### src/rtl/array_ctrl_pkg.sv
// Shared definitions for the register-array write-port controllers:
// FSM states, requester identifiers and an address range helper.
package array_ctrl_pkg;

  typedef enum logic {
    ARB  = 1'b0,
    INIT = 1'b1
  } wr_state_e;

  typedef enum logic [1:0] {
    REQ0     = 2'd0,
    REQ1     = 2'd1,
    CPU      = 2'd2,
    REQ_NONE = 2'd3
  } req_id_e;

  function automatic logic addr_in_range(input logic [31:0] addr, input int unsigned depth);
    return addr < depth;
  endfunction

endpackage

### src/rtl/array131_wrsched_rr2_arb.sv
// Two-way round-robin arbiter; grants only while i_adv is high and then
// hands priority to the requester that was not just served.
module rr2_arb (
  input  logic       clk,
  input  logic       rst_,
  input  logic [1:0] i_req,
  input  logic       i_adv,
  output logic [1:0] o_gnt
);

  logic r_ptr;  // 0: requester 0 wins a tie, 1: requester 1 wins a tie

  always_comb begin
    o_gnt = 2'b00;
    if (i_adv) begin
      if (i_req == 2'b11) begin
        o_gnt = r_ptr ? 2'b10 : 2'b01;
      end else begin
        o_gnt = i_req;
      end
    end
  end

  always_ff @(posedge clk) begin
    if (!rst_) begin
      r_ptr <= 1'b0;
    end else if (o_gnt != 2'b00) begin
      r_ptr <= o_gnt[0];
    end
  end

endmodule

### src/rtl/array131_wrsched.sv
// Write-port scheduler: shares the array write port between two datapath
// requesters and the CPU, runs the fill sweep and drives parity control.
module array131_wrsched
  import array_ctrl_pkg::*;
#(
  parameter int ADDRBIT  = 9,
  parameter int DEPTH    = 512,
  parameter int WIDTH    = 32,
  parameter int AUTOINIT = 1
) (
  input  logic               clk,
  input  logic               rst_,
  input  logic               req0,
  input  logic               req1,
  input  logic [ADDRBIT-1:0] wa0,
  input  logic [ADDRBIT-1:0] wa1,
  input  logic [WIDTH-1:0]   di0,
  input  logic [WIDTH-1:0]   di1,
  output logic               gnt0,
  output logic               gnt1,
  input  logic               cpu_req,
  input  logic [ADDRBIT-1:0] cpu_wa,
  input  logic [WIDTH-1:0]   cpu_di,
  output logic               cpu_gnt,
  input  logic               init_start,
  input  logic [WIDTH-1:0]   init_val,
  output logic               init_busy,
  output logic               init_done,
  input  logic               par_clr_req,
  input  logic               cpu_pardis,
  input  logic               err_clr,
  output logic               we,
  output logic [ADDRBIT-1:0] wa,
  output logic [WIDTH-1:0]   di,
  output logic [1:0]         par_ctrl,
  output logic               addr_err
);

  localparam logic [ADDRBIT-1:0] CNT_LAST = ADDRBIT'(DEPTH - 1);

  wr_state_e          r_state;
  logic [ADDRBIT-1:0] r_cnt;
  logic               r_cpu_block;
  logic               r_we;
  logic [ADDRBIT-1:0] r_wa;
  logic [WIDTH-1:0]   r_di;
  logic               r_init_done;
  logic               r_addr_err;
  logic [1:0]         r_par_ctrl;

  logic               w_arb_open;
  logic               w_cpu_win;
  logic [1:0]         w_dp_gnt;
  req_id_e            w_sel;
  logic [ADDRBIT-1:0] w_sel_wa;
  logic [WIDTH-1:0]   w_sel_di;
  logic               w_sel_ok;

  // The cycle that starts a sweep issues no grants at all.
  assign w_arb_open = (r_state == ARB) && !init_start;
  assign w_cpu_win  = w_arb_open && cpu_req && !r_cpu_block;

  rr2_arb u_rr (
    .clk   (clk),
    .rst_  (rst_),
    .i_req ({req1, req0}),
    .i_adv (w_arb_open && !w_cpu_win),
    .o_gnt (w_dp_gnt)
  );

  always_comb begin
    w_sel    = REQ_NONE;
    w_sel_wa = wa0;
    w_sel_di = di0;
    if (w_cpu_win) begin
      w_sel    = CPU;
      w_sel_wa = cpu_wa;
      w_sel_di = cpu_di;
    end else if (w_dp_gnt[1]) begin
      w_sel    = REQ1;
      w_sel_wa = wa1;
      w_sel_di = di1;
    end else if (w_dp_gnt[0]) begin
      w_sel    = REQ0;
    end
  end

  assign w_sel_ok = addr_in_range(32'(w_sel_wa), DEPTH);

  always_ff @(posedge clk) begin
    if (!rst_) begin
      r_state     <= (AUTOINIT != 0) ? INIT : ARB;
      r_cnt       <= '0;
      r_cpu_block <= 1'b0;
      r_we        <= 1'b0;
      r_wa        <= '0;
      r_di        <= '0;
      r_init_done <= 1'b0;
      r_addr_err  <= 1'b0;
      r_par_ctrl  <= 2'b00;
    end else begin
      r_par_ctrl  <= {cpu_pardis, par_clr_req};
      r_cpu_block <= w_cpu_win && (req0 || req1);
      r_init_done <= 1'b0;
      r_we        <= 1'b0;

      case (r_state)
        ARB: begin
          if (init_start) begin
            r_state <= INIT;
            r_cnt   <= '0;
          end else if (w_sel != REQ_NONE && w_sel_ok) begin
            r_we <= 1'b1;
            r_wa <= w_sel_wa;
            r_di <= w_sel_di;
          end
        end
        INIT: begin
          r_we <= 1'b1;
          r_wa <= r_cnt;
          r_di <= init_val;
          if (r_cnt == CNT_LAST) begin
            r_state     <= ARB;
            r_init_done <= 1'b1;
            r_cnt       <= '0;
          end else begin
            r_cnt <= r_cnt + 1'b1;
          end
        end
        default: r_state <= ARB;
      endcase

      // A dropped write outranks a simultaneous clear.
      if (w_sel != REQ_NONE && !w_sel_ok) begin
        r_addr_err <= 1'b1;
      end else if (err_clr) begin
        r_addr_err <= 1'b0;
      end
    end
  end

  assign gnt0      = w_dp_gnt[0];
  assign gnt1      = w_dp_gnt[1];
  assign cpu_gnt   = w_cpu_win;
  assign init_busy = (r_state == INIT);
  assign init_done = r_init_done;
  assign we        = r_we;
  assign wa        = r_wa;
  assign di        = r_di;
  assign par_ctrl  = r_par_ctrl;
  assign addr_err  = r_addr_err;

endmodule

### config.mk
export PLATFORM = sky130hd
export DESIGN_NAME = array131_wrsched
export DESIGN_NICKNAME = d
export VERILOG_FILES = /design/src/rtl/array_ctrl_pkg.sv /design/src/rtl/array131_wrsched_rr2_arb.sv /design/src/rtl/array131_wrsched.sv
export SDC_FILE = /design/constraint.sdc
export NUM_CORES = 1
export LEC_CHECK = 0
export CAP_MARGIN = 0
export CORE_ASPECT_RATIO = 0.9
export CORE_MARGIN = 1
export CORE_UTILIZATION = 37
export CTS_CLUSTER_SIZE = 28
export DETAILED_ROUTE_END_ITERATION = 7
export PLACE_DENSITY = 0.8
export SYNTH_ARGS = -nofsm -noshare
export SYNTH_HDL_FRONTEND = slang
export SYNTH_SLANG_ARGS = --single-unit
export TNS_END_PERCENT = 1
### constraint.sdc
create_clock -name clk -period 2.2 [get_ports clk]
set_input_delay 0.55 -clock clk [delete_from_list [all_inputs] [get_ports clk]]
set_output_delay 0.55 -clock clk [all_outputs]
set_load 0.01 [all_outputs]
# Yosys cells after proc, flatten, opt, wreduce, memory -nomap -nowiden
# Index checks and enable logic that the tools add are counted.
# word_totals
out_inout_bits,50
word_cells,55
in_bits,164
register_bits,57
# classes
n_eq_ne,6
mux,26
n_reduce_logical,12
add_sub_neg,1
n_bitwise,1
# ops
operator,count
two-way mux 32 bit,4
one-hot mux 32 bit (2 select lines),1
two-way mux 9 bit,6
one-hot mux 9 bit (2 select lines),2
two-way mux 2 bit,6
adder 9 x 1 -> 9 bit (second input constant),1
== test 9 bit (second input constant),1
inequality test 2 bit (second input constant),3
logical AND 1 bit,5
two-way mux 1 bit,5
one-hot mux 1 bit (2 select lines),2
AND reduction 2 bit,2
zero test 1 bit,3
== test 2 bit (second input constant),1
inequality test 2 x 1 -> 1 bit (second input constant),1
nonzero test 2 bit,1
logical OR 1 bit,1
NOT 1 bit,1

# Longest topological paths before layout
# depth
word_depth,14
depth_mapped,10
ltp_nobuf,9

# By module
# From an unflattened synthesis, not the netlist that was laid out.
# unflattened
cells_unflattened,416
hier_area_um2,3328.2
# by_module_without_submodules
mod,cells_each,area_each_um2,instances,seq_area_each_um2
array131_wrsched,407,3269.4,1,1121.1
rr2_arb,9,58.8,1,20.0

# Worst setup path after synthesis
# Ideal clock, no wire load.
# synth_timing
path_kind,register to register
from,register r_cnt[0]
to,register r_cnt[5]
synth_period_minus_slack_ns,2.118
setup_time_ns,0.071
arrival_time_ns,2.048
stages_incl_launch_ff,9
required_ns,2.129
n_path_buf,0
slack_ns,0.082
path_cell_list,dfxtp_1 -> ha_1 -> and3_1 -> and3_1 -> and3_1 -> ha_1 -> nand2b_1 -> or4_1 -> a21oi_1
# synth_via
elab_chain_cells,3
elab_cells_between_ends,4
classes_between,1 x add/sub; 1 x eq/ne; 2 x mux
# synth_lines
element,line_no,source
start: declaration,array131_wrsched.sv:42,logic [ADDRBIT-1:0] r_cnt;
start signal: assignment,array131_wrsched.sv:127,r_cnt <= r_cnt + 1'b1;
adder 9 x 1 -> 9 bit or == test 9 bit (tied branches),"array131_wrsched.sv:127, array131_wrsched.sv:122",
two-way mux 9 bit *,array131_wrsched.sv:122,if (r_cnt == CNT_LAST) begin
one-hot mux 9 bit (2 select lines) *,array131_wrsched.sv:107,case (r_state)
# Mark *: on every way between the ends. The rest lies on a longest branch, timed or not.
# A chain may end at the register's enable or synchronous reset.

# Worst setup path after layout
# layout_timing
from,register r_cnt[0]
to,register r_cnt[2]
# Same word-level chain as after synthesis.

==> impl.org <==
** Timing
- TNS Setup :: 0 ns
- Final hold analysis gives a worst-case slack of between 0.4 and 0.5 ns.
- Shortest period the worst path allows :: between 2 and 2.5 ns
- Maximum achievable frequency :: about 470 MHz
- Setup violations remaining at the end of the flow were counted as 0.
- Actual transition at the worst max-transition pin :: 1.12 ns
- Unrepaired setup endpoints after global routing :: true
- Final cycle utilization of the critical path :: between 90% and 100%
- The total count of hold-check failures in the final report is 0.
- The number of pins exceeding their max-slew limit in the final report is 0.
- Max-slew headroom at the worst pin :: between 20% and 30%
- The clock arrives with around 0.0054 ns of skew.

** Floorplan
- Initial standard-cell utilization of the core :: between 30% and 40%
- Die Outline Area :: approximately 0.012 mm²
- Cell Rows :: 36
- The core region is around 0.011 mm².
- Die Ht :: 103 µm
- Die Wd :: 115 µm
- For this design the top-level I/O count stands at between 200 and 250.

** Run
- The tool flagged a number of max-cap violations equal to 0.

** Drt
- Final WL :: between 15 and 20 mm
- Once detail routing completed, the nets flagged for antenna violations numbered 0.
- After the first detailed-routing iteration, the DRC count stood at 342.
- In the routed design, unresolved DRC markers number 0.
- After detailed routing, the average wire length per cell comes to approximately 19 µm.
- First-pass DRT Iterations :: 5
- Summing over every cut layer, the via total after detailed routing is 4649.
- Dividing the detail-routed via count by the number of cells gives around 5.7.

** Pwr
- The internal portion of the total power is approximately 2300 µW.
- Registers are responsible for between 30% and 40% of the overall power.
- Of the total power, the share spent switching nets is approximately a quarter.
- The worst-case IR drop observed on VDD is approximately 0.00028 V.
- In this run, the clock network consumes around two fifths of the power.
- In this run the static leakage power is between 0.002 and 0.003 µW.
- Combinational fraction of design power :: between 20 and 25%
- Net switching component of the power :: between 700 and 800 µW
- Power per unit of standard cell area :: around 460 mW/mm²

** Setup path
- Sum of buffers and inverters on the critical path :: 0
- The worst setup path is launched from a flop.
- In this run the worst path has a maximum fanout of 6.
- In this run the register-to-register setup slack is 0.06 ns.
- The worst register-to-register path has a depth of 8.
- Endpoint required time on the critical path :: approximately 2.5 ns
- The critical path starts at r_cnt[0].
- The critical path crosses 8 cells after its start point.
- Kind of capture point of the worst setup path :: flop
- CP top delay family :: simple AND/OR/NAND/NOR gates
- The largest individual stage delay along the critical path comes from the cell sky130_fd_sc_hd__or3b_2.
- Critical Path End :: r_cnt[2]
- For this run, the slowest stage of the critical path takes approximately 0.47 ns.
- STA puts the critical path data arrival time at 2.40 ns.
- Crit Path Class :: reg2reg
- The critical path goes through ha_1 -> and3_4 -> and3_1 -> and3_1 -> ha_1 -> nand2b_4 -> or3b_2 -> a21oi_1.
- Worst reg2reg startpoint :: r_cnt[0]
- Endpoint of the worst-slack reg-to-reg timing path :: r_cnt[2]

** Yosys
- Post-synth net total :: about 630
- Counting flops with a built-in enable in the synthesized netlist gives 0.
- Counting flops with an async set or reset pin after synthesis yields a share of 0%.
- Mux cell area share after synthesis :: between 20% and 30%
- The most used flip-flop cell after synthesis is sky130_fd_sc_hd__dfxtp_1.
- Counting every instance in the synthesized netlist gives approximately 470.
- Of the total synthesized cell area, the portion taken by XOR and XNOR cells is 0%.
- By count the netlist is led by 72 x sky130_fd_sc_hd__o21ai_1, 57 x sky130_fd_sc_hd__dfxtp_1, 42 x sky130_fd_sc_hd__mux2i_1.
- The synthesized netlist devotes roughly 23% of its cell area to simple gates.
- In this run, synthesis produced a sequential element count of 57.
- Summing the areas of all compound-gate instances in the mapped netlist gives between 20 and 25% of the synthesized area.
- Yosys instantiated no cell more often than sky130_fd_sc_hd__o21ai_1.
- Summing the areas of all fa, ha and maj instances in the mapped netlist gives less than 1% of the synthesized area.
- In this run the biggest area consumer among cell types represents between 20% and 30% of the synthesized area.
- Distinct cells, synth :: 42
- Part of the Yosys area used for sequential elements :: a little over a quarter
- By area, the combinational part of the netlist is dominated by simple AND/OR/NAND/NOR gates.
- A synthesized cell averages between 9 and 10 µm².
- Netlist Area Pre-Place :: roughly 0.0042 mm²
- Top post-synthesis cells by area :: sky130_fd_sc_hd__dfxtp_1 27%, sky130_fd_sc_hd__mux2_2 11%, sky130_fd_sc_hd__mux2i_1 9.9%, sky130_fd_sc_hd__o21ai_1 8.5%, sky130_fd_sc_hd__a32oi_1 8.5%
- Warnings, synthesis :: 0
- Largest area contributor in the synthesized netlist :: sky130_fd_sc_hd__dfxtp_1

** Placed design
- Area post-placement :: 0.00650 mm²
- GP Congestion :: ~0.80
- In this run the tool buffered the top-level ports with approximately 210 buffer cells.
- HPWL after DPL :: 10.4 mm

** Final layout
- Compared with the post-synthesis result, the final layout area differs by 60.9%.
- Cells fill 61.9% of the core in the end.
- For this run, the post-layout net count is between 800 and 900.
- Fill cell count :: 930
- After routing the design area is roughly 0.0068 mm².
- Share of cells above drive strength 1 :: between 10% and 20%

** Global routing
- Largest net degree at the start of global routing :: 50
- Number of global-route vias before repair :: approximately 4.6k
- The first global-routing pass estimated 22.9 mm of wire.
- Global routing used 25.2% of the available tracks.
- The number of antenna violations at the first check in global routing came to 1.
- Summed over all layers, the global routing overflow is 0.

** CTS
- CTS Sinks :: 57
- Insertion delay of the later-clocked pin in the worst-skew pair :: between 0.3 and 0.4 ns
- The number of clock buffers added by TritonCTS is 9.
- Hold bufs inserted after CTS :: 0
- Deepest level of the CTS H-tree :: 3
- The longest clock path from root to sink contains 2 buffers.
- Clock transition at the register clock pins on the worst setup and hold paths after CTS :: 0.05 ns
- TritonCTS built the clock tree.
- Root buffer selected by CTS :: sky130_fd_sc_hd__clkbuf_16

** Run status
- Result of the run :: finished, final reports clean

** Worst hold path
- Path category of the worst min-delay check :: reg2reg
==> worst reg2reg max path: cells and delay by family, from the launching register on <==
family	cells	cell delay [ns]
flops	1	0.31
simple gates	5	1.19
fa+ha+maj	2	0.41
compound gates	1	0.17
==> cell type report <==
cell class	count	area, µm²	area share, %
Antenna cell	1	2.50	0.0368
Clock inverter	4	20.0	0.294
Inverter	5	18.8	0.276
Timing Repair Buffer	238	2360	34.7
Tap cell	152	190	2.80
Clock buffer	12	236	3.48
Multi-Input combinational cell	352	2830	41.6
Sequential cell	57	1140	16.8
==> kinds of logic (layout without fill, tap and decap cells) <==
logic type / after synthesis / after routing
other cells: 1 / 2
mux: 82 / 82
buf+inv: 57 / 259
flops: 57 / 57
compound gates: 144 / 144
fa+ha+maj: 2 / 2
simple gates: 123 / 123
==> sequential cells by signal, indices dropped and copies added (netlist names) <==
signal / count
wa: 9
di: 32
we: 1
init_done: 1
par_ctrl: 2
r_cpu_block: 1
r_cnt: 9
init_busy: 1
u_rr.r_ptr: 1
==> layer usage <==
layer / share of wire (%) / wire length (µm) / track usage (%) / vias to the layer above
met5: 0 / 0 / 0 / -
met4: 1.6 / 240 / 7.79 / 0
met3: 8.5 / 1300 / 8.33 / 21
met2: 49 / 7530 / 44.6 / 228
met1: 41 / 6230 / 29.0 / 2207
li1: - / - / - / 2193
==> power groups by stage <==
stage               Combinational [µW]  Clock, µW  Sequential (µW)
finish                             756       1250             1120
global route                       809       1330             1130
CTS                                756       1280             1120
detailed placement                 752          0             1140
global placement                   734          0             1140
floorplan                          249          0             1170
==> worst min path at each step <==
stage / from / to / slack, ns / depth (start not counted)
after floorplan: u_rr.r_ptr / u_rr.r_ptr / 0.48 / 2
after global placement: di[26] / di[26] / 0.48 / 2
after detailed placement: di[10] / di[10] / 0.48 / 2
after CTS: di[10] / di[10] / 0.49 / 2
after global routing: di[19] / di[19] / 0.52 / 2
final: wa[0] / wa[0] / 0.49 / 2
==> per-stage QoR <==
| stage | std cells | worst slack, ns | total power [µW] |
|---|---|---|---|
| 3_3_place_gp | 803 | -0.498 | 1870 |
| 2_1_floorplan | 466 | 0.0817 | 1420 |
| 6_report | 821 | 0.0561 | 3120 |
| 4_1_cts | 819 | -0.0862 | 3160 |
| 5_1_grt | 821 | -0.0496 | 3260 |
| 3_5_place_dp | 803 | -0.546 | 1900 |
==> layout by cell type, fill, tap and decap left out, drive strengths merged, types with 6 or more instances in the layout <==
master,netlist,routed
a21oi,7,7
mux2,40,40
a32oi,41,41
and4bb,17,17
clkdlybuf4s50,0,203
clkbuf,21,12
dfxtp,57,57
o21ai,86,86
nor4bb,23,23
nor2b,37,37
mux2i,42,42
buf,31,28
nand2,6,6
nor2,13,13
==> repair_timing <==
| item | 4_1_cts | 5_1_grt |
|---|---|---|
| buffers inserted | 0 | 1 |
| gates resized for setup | 10 | 8 |
| pin swaps | 0 | 2 |
| setup endpoints to repair | 48 | 46 |
Power figures use the tool's default switching activity.
